<file path="src/rtl/alu_seq.sv">
// alu_seq: multi-cycle ALU with start/busy/done handshake; MUL by shift-add, DIV/REM by restoring division.
// Define ALU_SEQ_OVERFLOW_EN to add the overflow output.
module alu_seq #(
  parameter int WIDTH = 32,
  localparam int CNT_W = $clog2(WIDTH) + 1
) (
  input  logic             clk,
  input  logic             rst_n,
  input  logic             start,
  input  logic [WIDTH-1:0] src1,
  input  logic [WIDTH-1:0] src2,
  input  logic [3:0]       alu_control,
  output logic             busy,
  output logic             done,
  output logic [WIDTH-1:0] result,
  output logic             zero,
  output logic             div_by_zero
`ifdef ALU_SEQ_OVERFLOW_EN
  ,
  output logic             overflow
`endif
);
  localparam logic [3:0] OP_AND = 4'b0000, OP_OR = 4'b0001, OP_ADD = 4'b0010, OP_SUB = 4'b0110;
  localparam logic [3:0] OP_SLT = 4'b0111, OP_MUL = 4'b1000, OP_DIV = 4'b1001, OP_REM = 4'b1010;
  typedef enum logic {IDLE, EXEC} state_t;
  state_t state, state_d;
  logic [3:0] op;
  logic [WIDTH-1:0] opb, sres, fres, add_r, sub_r, dif;
  logic [2*WIDTH-1:0] p, p_step, mul_step, div_step;
  logic [WIDTH:0] sum, top;
  logic [CNT_W-1:0] cnt;
  logic is_mul, is_divrem, divz, long_op, accept, last, ge, slt;
  assign is_mul    = alu_control == OP_MUL;
  assign is_divrem = alu_control == OP_DIV || alu_control == OP_REM;
  assign divz      = is_divrem && src2 == '0;
  assign long_op   = is_mul || (is_divrem && !divz);
  assign accept    = state == IDLE && start;
  assign last      = state == EXEC && cnt == CNT_W'(1);
  assign add_r     = src1 + src2;
  assign sub_r     = src1 - src2;
  assign slt       = $signed(src1) < $signed(src2);
  // p holds {accumulator, multiplier} for MUL and {remainder, quotient} for DIV/REM
  assign sum       = {1'b0, p[2*WIDTH-1:WIDTH]} + (p[0] ? {1'b0, opb} : '0);
  assign mul_step  = {sum, p[WIDTH-1:1]};
  assign top       = p[2*WIDTH-1:WIDTH-1];
  assign ge        = top >= {1'b0, opb};
  assign dif       = top[WIDTH-1:0] - opb;
  assign div_step  = {ge ? dif : top[WIDTH-1:0], p[WIDTH-2:0], ge};
  assign p_step    = op == OP_MUL ? mul_step : div_step;
  assign fres      = op == OP_REM ? p_step[2*WIDTH-1:WIDTH] : p_step[WIDTH-1:0];
  always_comb begin
    sres = alu_control == OP_AND ? src1 & src2 :
           alu_control == OP_OR  ? src1 | src2 :
           alu_control == OP_ADD ? add_r :
           alu_control == OP_SUB ? sub_r :
           alu_control == OP_SLT ? {{(WIDTH-1){1'b0}}, slt} :
           alu_control == OP_DIV ? '1 :
           alu_control == OP_REM ? src1 : '0;
    state_d = state == IDLE ? (start && long_op ? EXEC : IDLE) : (last ? IDLE : EXEC);
    busy = state == EXEC;
  end
  always_ff @(posedge clk or negedge rst_n)
    if (!rst_n) state <= IDLE;
    else state <= state_d;
  always_ff @(posedge clk or negedge rst_n) begin
    if (!rst_n) begin
      op          <= '0;
      opb         <= '0;
      p           <= '0;
      cnt         <= '0;
      done        <= 1'b0;
      result      <= '0;
      zero        <= 1'b0;
      div_by_zero <= 1'b0;
`ifdef ALU_SEQ_OVERFLOW_EN
      overflow    <= 1'b0;
`endif
    end else begin
      done <= 1'b0;
      if (accept) begin
        op  <= alu_control;
        opb <= is_mul ? src1 : src2;
        p   <= {{WIDTH{1'b0}}, is_mul ? src2 : src1};
        cnt <= CNT_W'(WIDTH);
        if (!long_op) begin
          result <= sres;
          zero   <= sres == '0;
          done   <= 1'b1;
          if (is_divrem) div_by_zero <= 1'b1;
`ifdef ALU_SEQ_OVERFLOW_EN
          overflow <= alu_control == OP_ADD ? (src1[WIDTH-1] == src2[WIDTH-1]) && (add_r[WIDTH-1] != src1[WIDTH-1]) :
                      alu_control == OP_SUB ? (src1[WIDTH-1] != src2[WIDTH-1]) && (sub_r[WIDTH-1] != src1[WIDTH-1]) : 1'b0;
`endif
        end
      end else if (state == EXEC) begin
        p   <= p_step;
        cnt <= cnt - CNT_W'(1);
        if (last) begin
          result <= fres;
          zero   <= fres == '0;
          done   <= 1'b1;
          if (op != OP_MUL) div_by_zero <= 1'b0;
`ifdef ALU_SEQ_OVERFLOW_EN
          overflow <= op == OP_MUL && |p_step[2*WIDTH-1:WIDTH];
`endif
        end
      end
    end
  end
endmodule
</file>
<file path="config.mk">
export PLATFORM = sky130hd
export DESIGN_NAME = alu_seq
export DESIGN_NICKNAME = d
export VERILOG_FILES = /design/src/rtl/alu_seq.sv
export SDC_FILE = /design/constraint.sdc
export NUM_CORES = 1
export LEC_CHECK = 0
export ABC_AREA = 1
export ABC_CLOCK_PERIOD_IN_PS = 4400
export CAP_MARGIN = 20
export CORE_ASPECT_RATIO = 1.4
export CORE_MARGIN = 2
export CORE_UTILIZATION = 30
export CTS_CLUSTER_DIAMETER = 200
export DETAILED_ROUTE_END_ITERATION = 10
export HOLD_SLACK_MARGIN = 0.02
export PLACE_DENSITY = 0.43
export SLEW_MARGIN = 5
export SYNTH_ARGS = -nofsm -noshare
export SYNTH_HDL_FRONTEND = slang
export SYNTH_SLANG_ARGS = --single-unit
</file>
<file path="constraint.sdc">
create_clock -name clk -period 4.4 [get_ports clk]
set_clock_uncertainty 0.1 [all_clocks]
set_input_delay 0.88 -clock clk [delete_from_list [all_inputs] [get_ports clk]]
set_output_delay 0.88 -clock clk [all_outputs]
set_load 0.1 [all_outputs]
</file>
Yosys cells after proc, flatten, opt, wreduce, memory -nomap -nowiden
Cells that the tools add are included.
{ "op_classes": {"eq_ne": 13, "reduce_logical": 17, "order_cmp": 2, "n_bitwise": 3, "muxes": 38, "add_sub_neg": 5} }
{ "ops": {"columns": ["op", "n"], "rows": [
  ["2-to-1 mux 32 bit", 16],
  ["2-to-1 mux 64 bit", 3],
  ["logical NOT 32 bit", 3],
  ["subtractor 32 bit", 2],
  ["adder 32 x 32 -> 33 bit", 1],
  ["greater-or-equal comparator 33 x 32 -> 1 bit", 1],
  ["adder 32 bit", 1],
  ["AND 32 bit", 1],
  ["< comparator 32 bit", 1],
  ["OR 32 bit", 1],
  ["equality test 4 bit (second input constant)", 5],
  ["2-to-1 mux 1 bit", 17],
  ["2-to-1 mux 6 bit", 2],
  ["equality test 4 x 3 -> 1 bit (second input constant)", 2],
  ["equality test 6 x 1 -> 1 bit (second input constant)", 1],
  ["nonzero test 2 bit", 3],
  ["subtractor 6 x 1 -> 6 bit (second input constant)", 1],
  ["logical AND 1 bit", 5],
  ["AND reduction 5 bit", 1],
  ["equality test 4 x 1 -> 1 bit (second input constant)", 1],
  ["equality test 4 x 2 -> 1 bit (second input constant)", 1],
  ["logical NOT 4 bit", 1],
  ["inequality test 2 bit (second input constant)", 2],
  ["inequality test 4 bit (second input constant)", 1],
  ["4 further kinds", 5]
]} }
{ "totals": {"output_inout_bits": 36, "regBits": 142} }

Depth between registers and ports, before layout
{ "depth": {"word_depth": 11, "depth_mapped": 26, "mapped_depth_nobuf": 25} }

Worst setup path after synthesis
No wires, ideal clock.
{ "synth_path": {"path_kind": "register to register", "from": "reg p[0]", "to": "reg zero", "setup_time_ns": 0.072, "arrival_time_ns": 2.947, "required_ns": 4.228, "path_slack_ns": 1.280, "period_less_slack_ns": 3.120, "path_stages_with_launch": 25, "path_cell_list": "dfrtp_1 -> clkbuf_1 -> clkbuf_1 -> nand2_1 -> inv_1 -> ha_1 -> inv_1 -> fa_1 -> o21ai_2 -> nand2_1 -> nand2_1 -> inv_1 -> o21bai_1 -> nand2_1 -> nand3_1 -> nand3_1 -> nand2_1 -> nand2_1 -> nor2_1 -> nand2_1 -> nor2_1 -> nand3_1 -> nor2_1 -> nor2_1 -> nor2_1"} }
{ "synth_via": {"elab_chain_len": 8} }
{ "synth_lines": {"columns": ["item", "line", "rtl"], "rows": [
  ["start, declared", "29", "logic [2*WIDTH-1:0] p, p_step, mul_step, div_step;"],
  ["start signal, assigned", "83", "p <= {{WIDTH{1'b0}}, is_mul ? src2 : src1};"],
  ["start signal, assigned", "96", "p <= p_step;"],
  ["2-to-1 mux 32 bit", "43", "assign sum = {1'b0, p[2*WIDTH-1:WIDTH]} + (p[0] ? {1'b0, opb} : '0);"],
  ["adder 32 x 32 -> 33 bit", "43", null],
  ["2-to-1 mux 64 bit *", "49", "assign p_step = op == OP_MUL ? mul_step : div_step;"],
  ["2-to-1 mux 32 bit *", "50", "assign fres = op == OP_REM ? p_step[2*WIDTH-1:WIDTH] : p_step[WIDTH-1:0];"],
  ["logical NOT 32 bit *", "100", "zero <= fres == '0;"],
  ["2-to-1 mux 1 bit *", "98", "if (last) begin"],
  ["2-to-1 mux 1 bit *", "95", "end else if (state == EXEC) begin"],
  ["2-to-1 mux 1 bit *", "80", "if (accept) begin"],
  ["end signal, assigned", "73", "zero <= 1'b0;"],
  ["end signal, assigned", "87", "zero <= sres == '0;"],
  ["end signal, assigned", "100", null],
  ["end, declared", "16", "output logic zero,"]
]} }
Mark *: on every way between the ends. The rest lies on a longest branch, timed or not. The select of a mux whose other input is x is not followed.
A chain may end at the register's enable or synchronous reset.

Worst setup path in the final report
{ "layout_path": {"from": "in src1[8]", "to": "reg zero"} }
{ "layout_via": {"elab_chain_len": 10, "word_cells_on_any_way": 15} }
{ "layout_lines": {"columns": ["item", "line", "rtl"], "rows": [
  ["start, declared", "10", "input logic [WIDTH-1:0] src1,"],
  ["parallel branches: the longest is 6 deep, another holds < comparator 32 bit", null, null],
  ["2-to-1 mux 32 bit *", "52", "sres = alu_control == OP_AND ? src1 & src2 :"],
  ["logical NOT 32 bit *", "87", null],
  ["2-to-1 mux 1 bit *", "85", "if (!long_op) begin"],
  ["2-to-1 mux 1 bit *", "80", null]
]} }
Mark *: on every way between the ends. The select of a mux whose other input is x is not followed.

==> results_dict.tcl <==
set metrics [dict create \
    cts.path.max_buffers 2 \
    drtAntennaViolNets 0 \
    dp_cells 4441 \
    tritoncts "done" \
    hpwl_um 82100 \
    final_area_um2 23600 \
    tightest_slew_ns 1.01 \
    finalSetupTns_ns 0 \
    leakage_nw 12.8 \
    dr.first_iter.drc_count 1681 \
    gr-total-overflow 0 \
    die_y_um 303 \
    htreeDepth 4 \
    gp_congestion 0.975 \
    die_area_um2 66000 \
    hold_buffers 0 \
    fin_ws_ns 0.295 \
    routedWlPerCell_um 22.2 \
    place.port_buffers 106 \
    nets 3865 \
    hold_slack_ns 0.240 \
    cp-end-kind "flip-flop" \
    grt_usage_pct 30.0 \
    rsz0062_at_grt "false" \
    maxSlewHeadroom_pct 32.2 \
    synth_common_cells "nand2_1 (1010), inv_1 (499), nor2_1 (310)" \
    p_switching_mw 5.75 \
    power_density_nw_per_um2 455 \
    syn_to_final_growth_pct 23.2 \
    fin_cells 4474 \
    combinationalPowerShare_pct 66.6 \
    cts.sinks 142 \
    ioPinCount 107 \
    final_core_util_pct 37.4 \
    p_seq_share_pct 18.1 \
    dp_slack_ns -0.251 \
    swShare_pct 53.5 \
    cts_buffers 17 \
    drive_gt1_share_pct 10.7 \
    synth_top_area_share_pct 19.8 \
    synth.most_common_cell "nand2_1" \
    clkPwrFrac_pct 15.3 \
    fin_crit_ns 4.10 \
    grt_pass1_wl_um 146000 \
    finalHoldViolCount 0 \
    cp.required_ns 4.69 \
    vias 23100 \
    setup_viol 0 \
    drc 0 \
    ir_drop_uv 322 \
    yosysWarnings 0 \
    avgSynthCellArea_um2 5.73 \
    run_status "finished, final reports clean" \
    synth_cell_type_count 53 \
    synthArstFlopShare_pct 100 \
    power_mw 10.8 \
    syn_nets 3586 \
    clock_latency_ns 0.46 \
    ys_seq_area_share_pct 18.5 \
    timing.final.max_slew_violations 0 \
    wl_um 99400 \
    core_area_um2 63100 \
    synthFlopType "dfrtp_1" \
    cts_setup_buffers 0 \
    start_kind "primary input" \
    finalCritPeriodShare_pct 93.3 \
    firstDrtPassIters 6 \
    cts_root_buf "clkbuf_16" \
    cp.arrival_ns 4.39 \
    crit_type "in -> reg" \
    ys_ff_latch 142 \
    via_per_inst 5.17 \
    place_area_um2 23000 \
    internal-power_mw 5.00 \
    syn_area_um2 19200 \
    ctsResizeCount 0 \
    grt_max_degree 110 \
    fmax_ghz 0.244 \
    synthTopCellsByArea "nand2_1 (20%), dfrtp_1 (19%), ha_1 (11%), inv_1 (9.8%), nand3_1 (7.5%)" \
    die_w_um 218 \
    cp_max_fo 7 \
    syn_inst 3349 \
    rows 109 \
    grt_pass1_vias 23500 \
    nFillCells 7138 \
    start_util_pct 30.4 \
    yosysTopAreaCell "nand2_1" \
    antenna_found_initial 3 \
    synth-edff-count 0 \
    clk_pin_slew_ns 0.07 \
    drv_cap 0 \
    hp-class "in -> async" \
]
## state kept, by name, summed over array words and instances (netlist names)
signal / flops
cnt: 6
done: 1
div_by_zero: 1
opb: 32
zero: 1
result: 32
op: 4
p: 64
busy: 1
## final cells by class
| type | count | area (um2) | share of cell area [%] |
|---|---|---|---|
| Tap cell | 832 | 1040 | 4.40 |
| Antenna cell | 1 | 2.50 | 0.0106 |
| Clock buffer | 20 | 457 | 1.93 |
| Sequential cell | 142 | 3550 | 15.0 |
| Clock inverter | 12 | 181 | 0.768 |
| Inverter | 513 | 1930 | 8.15 |
| Timing Repair Buffer | 387 | 3300 | 13.9 |
| Multi-Input combinational cell | 2567 | 13200 | 55.7 |
## cells in the final DEF, fill, tap and decap left out, types with 9 or more instances in the layout
cell type | Yosys | layout
nand2_1 | 1010 | 1009
clkbuf_16 | 0 | 17
nor4_1 | 13 | 13
inv_1 | 499 | 499
a31oi_1 | 9 | 9
buf_4 | 2 | 272
nand4_1 | 79 | 79
a21oi_1 | 241 | 241
nor2_1 | 310 | 306
o21ai_0 | 228 | 228
clkdlybuf4s50_1 | 0 | 103
nor3_1 | 28 | 28
dfrtp_1 | 142 | 141
xor2_1 | 15 | 15
o21bai_1 | 16 | 16
o211ai_1 | 23 | 23
buf_12 | 0 | 10
ha_1 | 162 | 162
nand3b_1 | 13 | 13
a22o_1 | 30 | 30
nand3_1 | 287 | 287
or2_2 | 33 | 33
inv_2 | 12 | 11
## cell families after synthesis
group	count (synthesis)	synth area share [%]
and+or+nand+nor	1803	39.9
adders and majority gates	166	11.0
muxes	2	0.104
AOI/OAI and AO/OA	578	16.7
DFF	142	18.5
xor gates and xnor gates	18	0.822
buffers and inverters	640	13.0
## critical path, stage by stage
cell	delay (ns)
clkdlybuf4s50_1	0.54
inv_1	0.09
ha_1	0.43
nor2_1	0.29
nand2_1	0.13
nor2_1	0.12
nand2_1	0.12
nand3_1	0.25
buf_4	0.19
nand2_1	0.05
nand3_1	0.14
nand2_1	0.06
nor2_1	0.10
nand3_1	0.11
nor2_1	0.13
nand2_1	0.07
nor2_2	0.18
nand3_1	0.11
nor2_1	0.10
nand3_1	0.09
nand2_1	0.07
nor2_1	0.05
nor2_1	0.07
## power by group through the flow
stage / clock network, mW / registers (mW) / logic [mW]
after floorplan: 0 / 2.00 / 4.56
after global placement: 0 / 1.96 / 7.07
after detailed placement: 0 / 1.96 / 7.08
after CTS: 1.67 / 1.94 / 7.12
after global routing: 1.71 / 1.99 / 7.89
final: 1.64 / 1.94 / 7.16
## per-layer routing
| layer | vias to the layer above | GRT usage [%] | part of all wire (%) |
|---|---|---|---|
| li1 | 11400 | - | - |
| met1 | 11000 | 35.3 | 41 |
| met2 | 668 | 55.5 | 51 |
| met3 | 163 | 1.54 | 3.4 |
| met4 | 2 | 14.1 | 5.0 |
| met5 | - | 0 | 0.016 |
## final timing paths
check / depth (start not counted) / endpoint / startpoint / slack [ns]
max: 23 / zero / src1[8] / 0.30
min: 1 / p[63] / rst_n / 0.24
max in group asynchronous: 2 / busy / rst_n / 2.96
max reg2reg: 24 / zero / p[0] / 0.35
min in group clk: 2 / result[10] / result[10] / 0.39
min reg2reg: 2 / result[10] / result[10] / 0.39
(Power assumes the default switching activity.)
